### src/rtl/gx_window_gen.sv
// rtl/gx_window_gen.sv - 3x3 raster window generator feeding the Sobel Gx stage
module gx_window_gen #(
  parameter int PIX_W = 8,
  parameter int IMG_W = 15,
  parameter int IMG_H = 15,
  parameter int IDX_W = $clog2((IMG_W-2)*(IMG_H-2))
) (
  input  logic               Clk,
  input  logic               Reset,
  input  logic [PIX_W-1:0]   in_pixel,
  input  logic               in_valid,
  output logic               in_ready,
  output logic [9*PIX_W-1:0] out_win,
  output logic [IDX_W-1:0]   out_idx,
  output logic               out_valid,
  input  logic               out_ready,
  output logic               frame_done
);
  localparam int CW = $clog2(IMG_W);
  localparam int RW = $clog2(IMG_H);

  typedef enum logic {FILL, STREAM} state_t;

  state_t           state;
  logic [CW-1:0]    col;
  logic [RW-1:0]    row;
  logic [PIX_W-1:0] lb1 [IMG_W];
  logic [PIX_W-1:0] lb2 [IMG_W];
  logic [PIX_W-1:0] top_a, mid_a, bot_a;
  logic [PIX_W-1:0] top_b, mid_b, bot_b;
  logic [PIX_W-1:0] lb1_rd, lb2_rd;
  logic             accept, last_col, last_row, emit;
  logic [9*PIX_W-1:0] win_next;

  assign in_ready = Reset && (!out_valid || out_ready);
  assign accept   = in_valid && in_ready;
  assign last_col = (col == CW'(IMG_W-1));
  assign last_row = (row == RW'(IMG_H-1));
  assign lb1_rd   = lb1[col];
  assign lb2_rd   = lb2[col];
  // Gating on col>=2 keeps the two shifted columns from the previous row out of any window.
  assign emit     = accept && (state == STREAM) && (col >= CW'(2));

  // Column a is c-2, column b is c-1; p1 lands in the least significant tap.
  assign win_next = {in_pixel, bot_b, bot_a,
                     lb1_rd,   mid_b, mid_a,
                     lb2_rd,   top_b, top_a};

  always_ff @(posedge Clk) begin
    if (accept) begin
      lb2[col] <= lb1_rd;
      lb1[col] <= in_pixel;
      top_a    <= top_b;
      mid_a    <= mid_b;
      bot_a    <= bot_b;
      top_b    <= lb2_rd;
      mid_b    <= lb1_rd;
      bot_b    <= in_pixel;
    end
  end

  always_ff @(posedge Clk) begin
    if (!Reset) begin
      state      <= FILL;
      col        <= '0;
      row        <= '0;
      out_valid  <= 1'b0;
      frame_done <= 1'b0;
      out_win    <= '0;
      out_idx    <= '0;
    end else begin
      if (accept) begin
        if (last_col) begin
          col <= '0;
          row <= last_row ? '0 : row + RW'(1);
        end else begin
          col <= col + CW'(1);
        end
      end

      case (state)
        FILL:
          if (accept && last_col && (row == RW'(1))) state <= STREAM;
        STREAM:
          if (accept && last_col && last_row) state <= FILL;
        default:
          state <= FILL;
      endcase

      if (emit) begin
        out_valid  <= 1'b1;
        out_win    <= win_next;
        out_idx    <= IDX_W'((int'(row) - 2) * (IMG_W - 2) + int'(col) - 2);
        frame_done <= last_col && last_row;
      end else if (out_ready) begin
        out_valid  <= 1'b0;
        frame_done <= 1'b0;
      end
    end
  end
endmodule

### config.mk
export PLATFORM = sky130hd
export DESIGN_NAME = gx_window_gen
export DESIGN_NICKNAME = d
export VERILOG_FILES = /design/src/rtl/gx_window_gen.sv
export SDC_FILE = /design/constraint.sdc
export NUM_CORES = 1
export LEC_CHECK = 0
export CELL_PAD_IN_SITES_DETAIL_PLACEMENT = 1
export CELL_PAD_IN_SITES_GLOBAL_PLACEMENT = 2
export CORE_MARGIN = 2
export CORE_UTILIZATION = 35
export DETAILED_ROUTE_END_ITERATION = 10
export PLACE_DENSITY_LB_ADDON = 0.1
export SLEW_MARGIN = 20
export SYNTH_ARGS = -nofsm -noshare
export SYNTH_HDL_FRONTEND = slang
export SYNTH_SLANG_ARGS = --single-unit
### constraint.sdc
create_clock -name Clk -period 4.7 [get_ports Clk]
set_input_delay 0.47 -clock Clk [delete_from_list [all_inputs] [get_ports Clk]]
set_output_delay 0.47 -clock Clk [all_outputs]
set_load 0.01 [all_outputs]
==> metrics <==
status finished, final reports clean; clk root buf clkbuf_16; ys flop type edfxtp_1; Max FO, Critical Path 9; Max Slew Vio Count 0; starting DRC count in detailed routing between 400 and 500; Max Clk Rate about 0.25 GHz; starting density of the core 0.356; Syn. warnings 0; Num CTS Buffers 43; clock-pin transition on the worst setup and hold timing paths approximately 0.060 ns; Period Utilization, post-route 0.836; dpl cells between 1,500 and 2,000; top cell type's share of synthesized area 0.576; Worst path most repeated cell ha_1; Post-synth EDFFs approximately 290; Final Setup Violations 0; Synth area leaders edfxtp_1 (58%), dfxtp_1 (13%), mux4_2 (5.4%), nand2_1 (3.7%), a21oi_1 (2.8%); H-tree Lvls 2; Layout area overhead 20.2%; first-pass GRT wire length about 57 mm; vias in the first global route approximately 9,100; P_leak 5.80 nW; via count 8,611; clock sink total 383; diode count 0; post-route insts no fill approximately 1,700; arrival time worst endpoint about 4.4 ns; crit-path cells inv_1, ha_1, xor2_1, ha_1, ha_1, inv_1, fa_1, fa_1, inv_1, ha_1, a211oi_1, o21ai_0, a211oi_1, nor3b_1; initial antenna violation count 0; Setup Fix Bufs, Post-CTS 0; dpl hpwl around 23 mm; Top Family by Delay on Critical Path adder cells; Largest regs lb1 x120, lb2 x120, out_win x72; synthesis-stage register bit count 383; asr flop ratio synth 0; # rows between 70 and 80; Worst path max stage delay a little under 0.6 ns; setup slack, reg-to-reg about 0.77 ns; Max clock buf depth 3; largest net degree at the start of global routing 80; max_slew headroom 0.265; # DRC 0; Via density around 5; CP required around 5 ns; Worst Setup Start Kind flop; post-synth top area cell edfxtp_1; Max Clock Skew 0.0115 ns; power density cells approximately 400 nW/um^2; Seq/Total Area, Yosys 0.703; die area around 45,000 um^2; RSZ-0062 raised after global routing false; drt wl/cell 22.5 um; FF/Latch Area 10,600 um^2; share of post-route cells with drive strength above 1 0.146; Die Y 211 um; multi-input combinational cell area ~4100 um^2; Mean Syn Cell Area around 15 um^2; Die Span X 211 um; Cells after Synth 998; Worst Hold Depth 0; synthesized area between 15,000 and 20,000 um^2; Max Cap Violations 0; worst hold endpoint bot_a[0]$_DFFE_PP_; R2R Path Start row[2]$_SDFFE_PN0P_; I/O pin cnt 95; Hold WC Path Type reg2reg; worst r2r path cells 14; final hold violation count 0; critical path class reg2reg; Synthesized Nets about 1,000; port bufs 94; Crit. End Element flop; worst hold start bot_b[0]$_DFFE_PP_; CTS Hold Bufs 0; Distinct cells, synth 52; later-pin clock latency in the skew report about 0.56 ns; Worst VDD drop 330 uV; overall routed net length between 30 and 40 mm; TritonRoute pass-1 iters 4; post-CTS sizing 0; Final min period between 3 and 4 ns; CTS tree yes; worst r2r dst out_idx[7]$_SDFFE_PN0P_; slowest CP cell fa_1; Filler Cells Inserted 4,223; antenna-violating nets left 0; Final TNS setup 0 ns; GP Congestion approximately 0.71; global route total overflow 0; GR Util All Layers 0.175; NumNets Final around 1,200; WP buf/inv 3; Core Box Area roughly 42,000 um^2; Worst Tran Pin Value between 1 and 1.5 ns
-- synth_stat cells (5+ instances only) --
cell      instances
edfxtp_1        288
nand2_1         149
dfxtp_1          95
a21oi_1          85
mux4_2           36
inv_1            32
mux2i_1          31
nand3_1          30
clkbuf_1         25
ha_1             24
o21ai_0          22
buf_2            18
nor2_1           18
mux2_1           17
o211ai_1         17
nand4_1          13
mux2_2           12
o22ai_1           8
buf_6             7
fa_1              7
mux2_4            6
nor3_1            6
mux4_1            5
-- per-stage QoR --
step / setup slack, ns / cell area (um^2) / total power (W) / hold WS (ns) / utilization
after global placement: 0.827 / 16700 / 0.00410 / 0.435 / 0.396
final: 0.772 / 18000 / 0.00728 / 0.450 / 0.428
after global routing: 0.367 / 18000 / 0.00752 / 0.459 / 0.428
after CTS: 0.716 / 18000 / 0.00738 / 0.452 / 0.428
after detailed placement: 0.717 / 16700 / 0.00411 / 0.437 / 0.396
after floorplan: 0.868 / 15000 / 0.00397 / 0.426 / -
-- routing by layer --
| layer | vias to the layer above | global-route usage | part of all wire |
|---|---|---|---|
| met2 | 156 | 0.290 | 0.48 |
| li1 | 3983 | - | - |
| met5 | - | 0 | 0 |
| met3 | 46 | 0.0315 | 0.050 |
| met4 | 0 | 0.0508 | 0.017 |
| met1 | 4426 | 0.236 | 0.46 |
-- cells in the final DEF, fill, tap and decap left out, drive strengths merged, types with 4 or more instances in the layout --
cell type	instances
bufinv	4
nand4	14
edfxtp	288
mux4	41
xnor2	4
clkinv	19
mux2i	31
o21ai	25
fa	7
nor3	6
ha	24
clkbuf	50
a21oi	85
dfxtp	95
o22ai	8
mux2	35
nand2	149
clkdlybuf4s50	94
nor4	4
nand3	30
nor2	18
inv	35
o211ai	17
buf	37
-- power by group --
part	switching [W]	total (W)	internal, W
Combinational	0.000191	0.000298	0.000107
Sequential	0.0000279	0.00373	0.00370
Clock	0.00135	0.00325	0.00190
-- how the worst max path moves through the flow --
stage                        startpoint  depth (start not counted)  slack, ns                      end
floorplan           row[1]$_SDFFE_PN0P_                         14       0.87  out_idx[7]$_SDFFE_PN0P_
global placement    row[2]$_SDFFE_PN0P_                         14       0.83  out_idx[7]$_SDFFE_PN0P_
detailed placement  row[2]$_SDFFE_PN0P_                         14       0.72  out_idx[7]$_SDFFE_PN0P_
CTS                 row[2]$_SDFFE_PN0P_                         14       0.72  out_idx[7]$_SDFFE_PN0P_
global route        row[2]$_SDFFE_PN0P_                         14       0.37  out_idx[7]$_SDFFE_PN0P_
finish              row[2]$_SDFFE_PN0P_                         14       0.77  out_idx[7]$_SDFFE_PN0P_
-- worst reg2reg max path: cells and delay by family (launching register included) --
family | cells | cell delay, ns
simple gates | 1 | 0.07
xor+xnor | 1 | 0.25
flops | 1 | 0.46
fa+ha+maj | 6 | 2.14
compound gates | 3 | 0.68
buf+inv | 3 | 0.22
-- cell families after synthesis --
group | share of synthesized area
xor+xnor | 0.00350
simple gates | 0.0695
fa+ha+maj | 0.0294
mux | 0.111
flops | 0.703
buf+inv | 0.0289
compound gates | 0.0544
-- area by class of cell --
type	instances	share of cell area
clock buffer	50	0.0611
timing repair buffer	131	0.0704
clock inverter	28	0.0135
sequential	383	0.585
multi-input combinational	526	0.225
tap	539	0.0374
inverter	33	0.00687
Power figures use the tool's default switching activity.
